[src/rtl/fpga_dsp_bus_master.sv]
// FPGA-side master for the FPGA-to-DSP strobe bus: parametrised widths,
// programmable setup/strobe/hold timing, incrementing bursts, DSP wait-state
// extension with timeout abort. The data bus is split into out/enable/in.
//
// state  | meaning
// -------+---------------------------------------------------------------
// IDLE   | bus released (N_CS=1), Ready=1, waiting for Start
// SETUP  | N_CS low, address/direction/data presented, N_DS still high
// STROBE | N_DS low; minimum width, then stretched while N_Wait is low
// HOLD   | N_DS high, N_CS low, bus held; advance to next word or finish
module fpga_dsp_bus_master #(
  parameter int ADDR_W     = 8,
  parameter int DATA_W     = 8,
  parameter int BURST_W    = 4,
  parameter int SETUP_CYC  = 1,
  parameter int STROBE_CYC = 2,
  parameter int HOLD_CYC   = 1,
  parameter int WAIT_MAX   = 15
) (
  input  logic              i_Clk,
  input  logic              i_N_Reset,
  input  logic              i_Start,
  output logic              o_Ready,
  input  logic              i_Write,
  input  logic [ADDR_W-1:0] i_Addr,
  input  logic [BURST_W-1:0] i_Len,
  input  logic [DATA_W-1:0] i_WrData,
  output logic              o_WrAdv,
  output logic [DATA_W-1:0] o_RdData,
  output logic              o_RdValid,
  output logic              o_Done,
  output logic              o_Error,
  output logic              o_N_CS,
  output logic              o_N_DS,
  output logic              o_R_NW,
  output logic [ADDR_W-1:0] o_AddrBus,
  output logic [DATA_W-1:0] o_DataOut,
  output logic              o_DataOutEn,
  input  logic [DATA_W-1:0] i_DataIn,
  input  logic              i_N_Wait
);

  // One phase counter serves all three phases, so size it for the longest.
  localparam int PH_MAX = (SETUP_CYC > STROBE_CYC) ?
                          ((SETUP_CYC > HOLD_CYC) ? SETUP_CYC : HOLD_CYC) :
                          ((STROBE_CYC > HOLD_CYC) ? STROBE_CYC : HOLD_CYC);
  localparam int CNT_W  = (PH_MAX < 2) ? 1 : $clog2(PH_MAX);
  localparam int WAIT_W = (WAIT_MAX < 2) ? 1 : $clog2(WAIT_MAX + 1);

  localparam logic [CNT_W-1:0]  SETUP_LD  = CNT_W'(SETUP_CYC - 1);
  localparam logic [CNT_W-1:0]  STROBE_LD = CNT_W'(STROBE_CYC - 1);
  localparam logic [CNT_W-1:0]  HOLD_LD   = CNT_W'(HOLD_CYC - 1);
  localparam logic [WAIT_W-1:0] WAIT_LD   = WAIT_W'(WAIT_MAX);

  typedef enum logic [1:0] {
    S_IDLE   = 2'd0,
    S_SETUP  = 2'd1,
    S_STROBE = 2'd2,
    S_HOLD   = 2'd3
  } state_t;

  state_t              r_state;
  logic [CNT_W-1:0]    r_cnt;
  logic [WAIT_W-1:0]   r_wait;
  logic [BURST_W-1:0]  r_words;
  logic                r_write;
  logic                r_n_cs;
  logic                r_n_ds;
  logic                r_r_nw;
  logic                r_data_en;
  logic [ADDR_W-1:0]   r_addr_bus;
  logic [DATA_W-1:0]   r_data_out;
  logic [DATA_W-1:0]   r_rd_data;
  logic                r_rd_valid;
  logic                r_done;
  logic                r_error;

  logic w_accept;
  logic w_ph_last;
  logic w_more;
  logic w_next_word;

  assign w_accept    = (r_state == S_IDLE) && i_Start;
  assign w_ph_last   = (r_cnt == '0);
  assign w_more      = (r_words != '0);
  assign w_next_word = (r_state == S_HOLD) && w_ph_last && w_more;

  // WrAdv must coincide with the edge that latches WrData, so it is decoded
  // from the current state; it is held off while reset is asserted.
  assign o_WrAdv = i_N_Reset && r_write_adv_cond();

  function automatic logic r_write_adv_cond();
    return (w_accept && i_Write) || (w_next_word && r_write);
  endfunction

  assign o_Ready     = (r_state == S_IDLE);
  assign o_RdData    = r_rd_data;
  assign o_RdValid   = r_rd_valid;
  assign o_Done      = r_done;
  assign o_Error     = r_error;
  assign o_N_CS      = r_n_cs;
  assign o_N_DS      = r_n_ds;
  assign o_R_NW      = r_r_nw;
  assign o_AddrBus   = r_addr_bus;
  assign o_DataOut   = r_data_out;
  assign o_DataOutEn = r_data_en;

  // Bus sequencer: phase timing, wait extension, burst advance, registered pins.
  always_ff @(posedge i_Clk) begin
    if (!i_N_Reset) begin
      r_state    <= S_IDLE;
      r_cnt      <= '0;
      r_wait     <= '0;
      r_words    <= '0;
      r_write    <= 1'b0;
      r_n_cs     <= 1'b1;
      r_n_ds     <= 1'b1;
      r_r_nw     <= 1'b1;
      r_data_en  <= 1'b0;
      r_addr_bus <= '0;
      r_data_out <= '0;
      r_rd_data  <= '0;
      r_rd_valid <= 1'b0;
      r_done     <= 1'b0;
      r_error    <= 1'b0;
    end else begin
      r_rd_valid <= 1'b0;
      r_done     <= 1'b0;
      r_error    <= 1'b0;
      case (r_state)
        S_IDLE: begin
          if (i_Start) begin
            r_state    <= S_SETUP;
            r_cnt      <= SETUP_LD;
            r_write    <= i_Write;
            r_words    <= i_Len;
            r_addr_bus <= i_Addr;
            r_n_cs     <= 1'b0;
            r_r_nw     <= ~i_Write;
            r_data_en  <= i_Write;
            if (i_Write) begin
              r_data_out <= i_WrData;
            end
          end
        end
        S_SETUP: begin
          if (w_ph_last) begin
            r_state <= S_STROBE;
            r_cnt   <= STROBE_LD;
            r_wait  <= WAIT_LD;
            r_n_ds  <= 1'b0;
          end else begin
            r_cnt <= r_cnt - CNT_W'(1);
          end
        end
        S_STROBE: begin
          if (!w_ph_last) begin
            r_cnt <= r_cnt - CNT_W'(1);
          end else if (i_N_Wait) begin
            r_state <= S_HOLD;
            r_cnt   <= HOLD_LD;
            r_n_ds  <= 1'b1;
            if (!r_write) begin
              r_rd_data  <= i_DataIn;
              r_rd_valid <= 1'b1;
            end
          end else if (r_wait == '0) begin
            // Wait budget exhausted: release the bus and drop the rest of the burst.
            r_state   <= S_IDLE;
            r_n_cs    <= 1'b1;
            r_n_ds    <= 1'b1;
            r_r_nw    <= 1'b1;
            r_data_en <= 1'b0;
            r_done    <= 1'b1;
            r_error   <= 1'b1;
          end else begin
            r_wait <= r_wait - WAIT_W'(1);
          end
        end
        S_HOLD: begin
          if (!w_ph_last) begin
            r_cnt <= r_cnt - CNT_W'(1);
          end else if (w_more) begin
            r_state    <= S_SETUP;
            r_cnt      <= SETUP_LD;
            r_addr_bus <= r_addr_bus + ADDR_W'(1);
            r_words    <= r_words - BURST_W'(1);
            if (r_write) begin
              r_data_out <= i_WrData;
            end
          end else begin
            r_state   <= S_IDLE;
            r_n_cs    <= 1'b1;
            r_r_nw    <= 1'b1;
            r_data_en <= 1'b0;
            r_done    <= 1'b1;
          end
        end
        default: r_state <= S_IDLE;
      endcase
    end
  end

endmodule

[config.mk]
export PLATFORM = sky130hd
export DESIGN_NAME = fpga_dsp_bus_master
export DESIGN_NICKNAME = d
export VERILOG_FILES = /design/src/rtl/fpga_dsp_bus_master.sv
export SDC_FILE = /design/constraint.sdc
export NUM_CORES = 1
export LEC_CHECK = 0
export ABC_AREA = 1
export CELL_PAD_IN_SITES_DETAIL_PLACEMENT = 1
export CELL_PAD_IN_SITES_GLOBAL_PLACEMENT = 2
export CORE_ASPECT_RATIO = 0.6
export CORE_MARGIN = 4
export CORE_UTILIZATION = 26
export DETAILED_ROUTE_END_ITERATION = 8
export PLACE_DENSITY = 0.93
export SETUP_SLACK_MARGIN = 0.2
export SYNTH_ARGS = -nofsm -noshare
export SYNTH_HDL_FRONTEND = slang
export SYNTH_SLANG_ARGS = --single-unit
[constraint.sdc]
create_clock -name i_Clk -period 2.94 [get_ports i_Clk]
set_input_delay 0.294 -clock i_Clk [delete_from_list [all_inputs] [get_ports i_Clk]]
set_output_delay 0.294 -clock i_Clk [all_outputs]
set_load 0.01 [all_outputs]
* Word level (Yosys, flattened, before mapping)
Index checks and enable logic that the tools add are counted.
** Cells by class
- $lt $le $gt $ge :: 0
- $mul :: 0
- Multiplexer cells :: 57
- Div/mod/pow operators :: 0
- Reduce and logical (&&, ||, !) cells :: 24
- Shift operators :: 0
- Bitwise logic cells :: 6
- Equality and inequality tests :: 15
- $add $sub $neg :: 4
** Operator list (count)
- 8-bit two-way mux :: 8
- 8-bit case mux with 2 select lines :: 2
- 4-bit two-way mux :: 7
- 1-bit two-way mux :: 25
- 2-bit inequality test, second input constant :: 10
- 4-bit case mux with 2 select lines :: 2
- 2-bit two-way mux :: 6
- 1-bit case mux with 3 select lines :: 4
- 4-bit AND reduction :: 3
- 5-bit AND reduction :: 2
- 8-bit by 1-bit adder with 8-bit output, second input constant :: 1
- 2-bit case mux with 4 select lines :: 1
- 4-bit by 1-bit subtractor with 4-bit output, second input constant :: 2
- 7-bit AND reduction :: 1
- 1-bit logical AND :: 6
- 1-bit NOT :: 6
- 6-bit AND reduction :: 1
- 2-bit == test, second input constant :: 2
- 4-bit logical NOT :: 1
- 1-bit case mux with 2 select lines :: 2
- 2-bit AND reduction :: 2
- 2-bit nonzero test :: 2
- 4-bit nonzero test :: 1
- 4-bit OR reduction :: 1
- 8 further kinds :: 8
** Word-level totals
- Bits in read-only memories :: 0
- Latch bits :: 0
- Output and inout port bits :: 33
- Memory bits (writable) :: 0
- Register bits :: 43
- Memories kept :: 0

* Depth between registers and ports, before layout
Gate-level depths: netlist of run 1.
- Word-level depth :: 6
- Depth in mapped cells :: 10
- Depth with buffers taken out :: 10

* Least setup slack after synthesis of run 1
OpenSTA, ideal clock, no wires.
- Path kind :: flip-flop to output port
- Start point :: register r_state[0]
- End point :: output port o_WrAdv
- Arrival time :: 1215 ps
- Setup slack :: 1431 ps
- Data required time :: 2646 ps
- Cell stages (with the launch flop) :: 5
- Cell sequence :: dfxtp_1 > nor2_2 > nand3_1 > buf_2 > a21oi_1
** On the way
- Elaborated cells on any way between the ends :: 9
- Those cells by class :: eq/ne: 1; reduce/logical: 8
** RTL lines
- start: declaration :: RTL line 62 : state_t r_state;
- start signal: assignment :: RTL line 111 : r_state <= S_IDLE;
- start signal: assignment :: RTL line 133 : r_state <= S_SETUP;
- start signal: assignment :: RTL line 148 : r_state <= S_STROBE;
- 2-bit logical NOT
- via o_Ready :: RTL line 23 : output logic o_Ready,
- 1-bit logical AND :: RTL line 83 : assign w_accept = (r_state == S_IDLE) && i_Start;
- 1-bit logical AND :: RTL line 93 : return (w_accept && i_Write) || (w_next_word && r_write);
- 1-bit logical OR :: RTL line 93
- 1-bit logical AND :: RTL line 90 : assign o_WrAdv = i_N_Reset && r_write_adv_cond();
- end: declaration :: RTL line 28 : output logic o_WrAdv,
The timed path passes the listed nets, and every way through them passes these cells.

* Worst setup path in the final report of run 1
- Start point :: register r_state[0]
- End point :: output port o_WrAdv
** On the way
- Longest elaborated chain between the ends :: 6
- Elaborated cells on any way between the ends :: 9
- Those cells by class :: eq/ne: 1; reduce/logical: 8
** Ends and longest elaborated chain
- 2-bit == test :: RTL line 86 : assign w_next_word = (r_state == S_HOLD) && w_ph_last && w_more;
- 1-bit logical AND (2 in a row) :: RTL line 86
- 1-bit logical AND :: RTL line 93
- 1-bit logical OR (*) :: RTL line 93
- 1-bit logical AND (*) :: RTL line 90
Every way passes the cells marked *; elsewhere a longest branch is shown, timed or not.

==> summary.md, run 1 <==
| Metric | Value |
|---|---|
| Status | `finished, final reports clean` |
| DRT antenna net count | `0` |
| Worst vdd ir | `0.2937 mV` |
| # IOs | `66` |
| Synth area leader | `dfxtp_1` |
| CP required | `2650 ps` |
| Post-synthesis cell area | `2047 um2` |
| Skew final | `2.076 ps` |
| Count leader, synth | `nand2_1` |
| CTS resizes | `0` |
| Fin. Hold Viols | `0` |
| ANT cells | `0` |
| P_leak | `1.262 nW` |
| Multi-input logic area | `~1000 um2` |
| Synth top area cells | `dfxtp_1 (42%), nand2_1 (13%), nor2_1 (9.2%), nand3_1 (6.8%), o21ai_0 (5.9%)` |
| Drt first pass iters | `4` |
| Vias in the first global route | `2196` |
| CTS tree | `done` |
| Final #Nets | `between 400 and 500` |
| Number of synthesized flops with an enable pin | `0` |
| Die W | `122.6 um` |
| H-tree depth | `2` |
| Hold crit path type | `flip-flop to flip-flop` |
| Hold WS | `467.2 ps` |
| Commonest cells in the netlist | `nand2_1 (70), nor2_1 (50), dfxtp_1 (43), nand3_1 (28)` |
| Layout area overhead | `46.33%` |
| PwrDens | `1010 nW/um2` |
| Worst skew pair latency | `280 ps` |
| CTS Hold Bufs | `0` |
| Clock sink count | `43` |
| Yosys top cell area share | `a little over two fifths` |
| CP max stage delay | `560 ps` |
| Max-slew violations | `0` |
| Inserted Clock Buffers | `5` |
| Final min period | `roughly 2500 ps` |
| CP max FO | `12` |
| Max Clk Rate | `0.4063 GHz` |
| Vias per cell | `around 4.6` |
| Largest net degree at the start of global routing | `29` |
| #FFs+latches synth | `43` |
| Port Buf Inserts | `between 60 and 70` |
| Hold depth | `2` |
| R2R depth | `9` |
| Syn. warnings | `0` |
| Setup CP Type | `flip-flop to output port` |
| Iter 0 DRT Violations | `69` |
| Vias | `2142` |
| Final GP Congestion | `between 0.8 and 0.9` |
| Die Area | `between 9000 and 10000 um2` |
| Post-DP HPWL | `5.133 mm` |
| Number of max-cap violations | `0` |
| Critical Path End Type | `output port` |
| Seq. cell area | `between 800 and 900 um2` |
| Slowest cell on crit path | `clkdlybuf4s50_1` |
| Dpl cell area | `2803 um2` |
| Clock transition at path regs | `60 ps` |
| Global Route Usage Sum | `14.82%` |
| Worst-path cell chain | `nor2_2, nand3_1, a21oi_1, clkdlybuf4s50_1` |
| Chip height | `76.73 um` |
| Post-Syn Nets | `335` |
| Post-CTS Setup Bufs | `0` |
| First-pass GRT wire length | `11.13 mm` |
| Antenna violations before repair | `0` |
| Starting Density | `27.49%` |
| Root buf cell | `clkbuf_16` |
| Routed wire length | `6.610 mm` |
| Post-route design area | `2995 um2` |
| Cell variety after synth | `31` |
| Seq/Total Area, Yosys | `~42%` |
| Async SR Flop Fraction | `0%` |
| Crit start category | `flip-flop` |
| Worst Max-Slew Pin Slew | `464.5 ps` |
| Number of fill cells | `slightly above 900` |
| Share of post-route cells with drive strength above 1 | `7.377%` |
| Final worst setup slack | `478.7 ps` |
| Final Cycle Share | `83.72%` |
| DRC | `0` |
| Pre-CTS setup slack | `660.8 ps` |
| CTS Buffer Depth | `2` |
| Final setup violation count | `0` |
| Max transition margin | `68.95%` |
| Arr. time, crit path | `2170 ps` |
| TNS Setup | `0 ps` |
| Row count | `24` |
| Core area | `7447 um2` |
| Final Core Density | `40.22%` |
| Final global-route overflow total | `0` |
| Synthesized netlist cell count | `299` |
| RSZ-0062 raised after global routing | `no` |
| WL per Instance | `roughly 14 um` |
| Average size of a mapped cell | `6.846 um2` |
| Top FF cell, synth | `dfxtp_1` |
routing by layer:
| layer | vias up | global-route usage, % | share of wire [%] |
|---|---|---|---|
| met4 | 0 | 3.687 | 0.70 |
| met2 | 40 | 21.86 | 43 |
| met1 | 999 | 20.73 | 50 |
| met3 | 4 | 4.853 | 5.8 |
| met5 | - | 0 | 0 |
| li1 | 1099 | - | - |
critical path, delay by kind of cell (launching register included):
family | cells | cell delay, ps
simple gates | 2 | 630
buf+inv | 1 | 560
flops | 1 | 410
compound gates | 1 | 280
kinds of logic (layout without fill, tap and decap cells):
kind of cell / count (synthesis) / in the layout / synth area share (%)
AOI/OAI and AO/OA: 53 / 53 / 13.88
xor gates and xnor gates: 1 / 1 / 0.4280
adders and majority gates: 3 / 3 / 1.834
buffers and inverters: 37 / 104 / 7.518
DFF: 43 / 43 / 42.05
and+or+nand+nor: 162 / 162 / 34.29
through the flow:
step,cells,total power [W]
floorplan,299,0.001784
global placement,462,0.002277
detailed placement,462,0.002326
CTS,470,0.003069
global route,470,0.003288
finish,470,0.003027
worst paths after layout:
kind,slack [ps],end,from
setup / recovery,480,o_WrAdv,r_state[0]
hold / removal,470,o_DataOutEn,o_DataOutEn
setup reg to reg,1120,r_words[3],r_state[0]
hold reg to reg,470,o_DataOutEn,o_DataOutEn
cells in the final DEF, fill, tap and decap left out, types with 2 or more instances in the layout:
| cell | n |
|---|---|
| a21oi_1 | 21 |
| buf_4 | 2 |
| bufinv_16 | 2 |
| clkbuf_16 | 5 |
| clkdlybuf4s50_1 | 65 |
| dfxtp_1 | 43 |
| ha_1 | 3 |
| inv_1 | 24 |
| inv_2 | 4 |
| nand2_1 | 70 |
| nand2_2 | 5 |
| nand3_1 | 28 |
| nor2_1 | 50 |
| nor2_2 | 2 |
| o21ai_0 | 24 |
| o21bai_1 | 2 |
where the power goes:
| part | switching [W] | internal (W) | leakage [nW] |
|---|---|---|---|
| registers | 0.000181 | 0.000775 | 0.353 |
| clock network | 0.000236 | 0.000487 | 0.0900 |
| logic | 0.000786 | 0.000562 | 0.819 |
registers in the layout, summed over array words and instances, names as in the netlist:
| register | count |
|---|---|
| r_write | 1 |
| o_DataOutEn | 1 |
| o_N_CS | 1 |
| o_Error | 1 |
| o_RdData | 8 |
| r_cnt | 1 |
| o_RdValid | 1 |
| o_DataOut | 8 |
| r_wait | 4 |
| o_AddrBus | 8 |
| r_words | 4 |
| o_N_DS | 1 |
| o_R_NW | 1 |
| r_state | 2 |
| o_Done | 1 |
cell type report:
| type | count | share of cell area (%) |
|---|---|---|
| Multi-Input combinational cell | 219 | 34.46 |
| Sequential cell | 43 | 28.74 |
| Timing Repair Buffer | 67 | 22.22 |
| Tap cell | 104 | 4.344 |
| Clock buffer | 5 | 4.177 |
| Inverter | 29 | 3.801 |
| Clock inverter | 3 | 2.256 |
(Power assumes the default switching activity.)
==> inputs of run 2 (changes only) <==
--- a/config.mk
+++ b/config.mk
@@ -10,9 +10,9 @@
 export CELL_PAD_IN_SITES_GLOBAL_PLACEMENT = 2
 export CORE_ASPECT_RATIO = 0.6
 export CORE_MARGIN = 4
-export CORE_UTILIZATION = 26
+export CORE_UTILIZATION = 24
 export DETAILED_ROUTE_END_ITERATION = 8
-export PLACE_DENSITY = 0.93
+export PLACE_DENSITY = 0.88
 export SETUP_SLACK_MARGIN = 0.2
 export SYNTH_ARGS = -nofsm -noshare
 export SYNTH_HDL_FRONTEND = slang
==> constraint.sdc (replaced) <==
create_clock -name i_Clk -period 2.57 [get_ports i_Clk]
set_input_delay 0.257 -clock i_Clk [delete_from_list [all_inputs] [get_ports i_Clk]]
set_output_delay 0.257 -clock i_Clk [all_outputs]
set_load 0.01 [all_outputs]
==> run 2 against run 1 <==
Sequential power is 14% higher. Die area up 7.6%. Utilization is 3.0 points lower. Routed wire length increased by 5.7%. Critical path depth up 1. Setup slack worse by 100 ps. Global-route usage shrank 0.71 points. Combinational power grew 16%. Critical endpoint unchanged. Largest cell class unchanged.
==> summary.md, run 2 (synthesis gave the netlist of run 1 again) <==
| Metric | Value |
|---|---|
| Status | `finished, final reports clean` |
| Die W | `127.2 um` |
| Share of post-route cells with drive strength above 1 | `8.424%` |
| WL per Instance | `between 10 and 15 um` |
| Antenna violations before repair | `0` |
| R2R depth | `10` |
| Drt first pass iters | `4` |
| H-tree depth | `2` |
| Crit-path leading delay family | `buffers and inverters` |
| Crit start category | `flip-flop` |
| Reg2Reg Launch Point | `r_words[0]` |
| Max Clk Rate | `around 0.46 GHz` |
| Buffers and inverters on the worst path | `2` |
| Final #Nets | `403` |
| Setup CP Type | `flip-flop to output port` |
| Slowest cell on crit path | `clkdlybuf4s50_1` |
| CTS tree | `done` |
| Routed wire length | `around 7 mm` |
| Skew final | `4.966 ps` |
| Commonest non-fill, non-tap cells in the layout | `nand2_1 (70), clkdlybuf4s50_1 (65), nor2_1 (50)` |
| DRT antenna net count | `0` |
| P_leak | `1.266 nW` |
| Core area | `8070 um2` |
| Inserted Clock Buffers | `5` |
| CTS Buffer Depth | `2` |
| Final GP Congestion | `between 0.8 and 0.9` |
| Post-route design area | `3008 um2` |
| Final min period | `2195 ps` |
| Vias | `2136` |
| ANT cells | `0` |
| Largest net degree at the start of global routing | `29` |
| Worst vdd ir | `0.3900 mV` |
| Die Area | `10120 um2` |
| Clock sink count | `43` |
| Global Route Usage Sum | `14.10%` |
| DRC | `0` |
| Fin. Hold Viols | `0` |
| Vias per cell | `4.487` |
| PwrDens | `1135 nW/um2` |
| Number of max-cap violations | `0` |
| Starting Density | `between 20% and 30%` |
| Critical Path End Type | `output port` |
| Root buf cell | `clkbuf_16` |
| Worst Max-Slew Pin Slew | `343.0 ps` |
| Arr. time, crit path | `1940 ps` |
| Hold depth | `2` |
| RSZ-0062 raised after global routing | `no` |
| Port Buf Inserts | `65` |
| Dpl cell area | `2815 um2` |
| HP Start | `o_DataOutEn` |
| Post-DP HPWL | `5.265 mm` |
| Worst skew pair latency | `between 200 and 300 ps` |
| Worst Hold End | `o_DataOutEn` |
| Hold crit path type | `flip-flop to flip-flop` |
| Final global-route overflow total | `0` |
| TNS Setup | `0 ps` |
| Most common cell after layout, fill and taps aside | `nand2_1` |
| Layout area overhead | `46.94%` |
| Row count | `25` |
| Final Cycle Share | `85.40%` |
| # IOs | `66` |
| Final setup violation count | `0` |
| First-pass GRT wire length | `11.46 mm` |
| Chip height | `79.54 um` |
| Worst-path cell chain | `nand2_4, clkinv_4, nand4_4, a21oi_4, clkdlybuf4s50_1` |
| Max-slew violations | `0` |
| CP required | `2310 ps` |
| Reg-to-reg slack, setup | `840 ps` |
| Iter 0 DRT Violations | `88` |
| Max transition margin | `77.08%` |
| CP max FO | `17` |
| Vias in the first global route | `about 2300` |
| Clock transition at path regs | `around 70 ps` |
| CP max stage delay | `about 550 ps` |
| Worst r2r dst | `o_AddrBus[4]` |
==> run 2: cell type report <==
type	count	area [um2]
Fill cell	1004	5062
Multi-Input combinational cell	219	1044
Sequential cell	43	862.1
Timing Repair Buffer	69	680.7
Tap cell	108	135.1
Clock buffer	5	125.1
Inverter	29	113.9
Clock inverter	3	47.55
==> run 2: worst max-delay path by stage <==
stage               startpoint  endpoint  slack (ps)  depth (start not counted)
global placement    r_state[0]   o_WrAdv         440                          5
floorplan           r_state[0]   o_WrAdv        1100                          4
finish              r_state[1]   o_WrAdv         380                          5
CTS                 r_words[0]   o_WrAdv         230                          6
global route        r_words[0]   o_WrAdv         250                          6
detailed placement  r_state[0]   o_WrAdv         380                          5
==> run 2: routing by layer <==
layer	GRT usage [%]	up-vias	routed length, um
li1	-	1099	-
met2	22.26	37	3022
met4	3.319	0	79
met5	0	-	0
met1	19.17	991	3587
met3	3.877	9	297
==> run 2: stage by stage <==
stage	setup slack, ps	cells	hold slack [ps]	power, W	util (%)
after CTS	225.5	475	484.0	0.003450	37.09
after floorplan	1098	299	333.6	0.002041	-
after detailed placement	383.5	467	468.4	0.002672	34.88
after global placement	437.3	467	463.1	0.002614	34.88
final	375.3	476	474.0	0.003414	37.27
after global routing	254.0	476	505.6	0.003708	37.27
==> run 2: tightest hold or removal path, cell delays in order (launching register included) <==
cell	delay [ps]
dfxtp_1	310
nand2_1	60
a21oi_1	50
==> run 2: report_power, final <==
group	internal [W]	leakage, nW	total (W)	switching [W]
clock	0.000464	0.0844	0.000758	0.000294
sequential	0.000888	0.353	0.00109	0.000200
combinational	0.000650	0.828	0.00157	0.000918
total	0.00200	1.27	0.00341	0.00141
==> run 2: what timing repair did <==
item,CTS,global route
hold buffers,0,0
setup endpoints to repair,1,1
gates resized for setup,2,1
buffers inserted,0,1
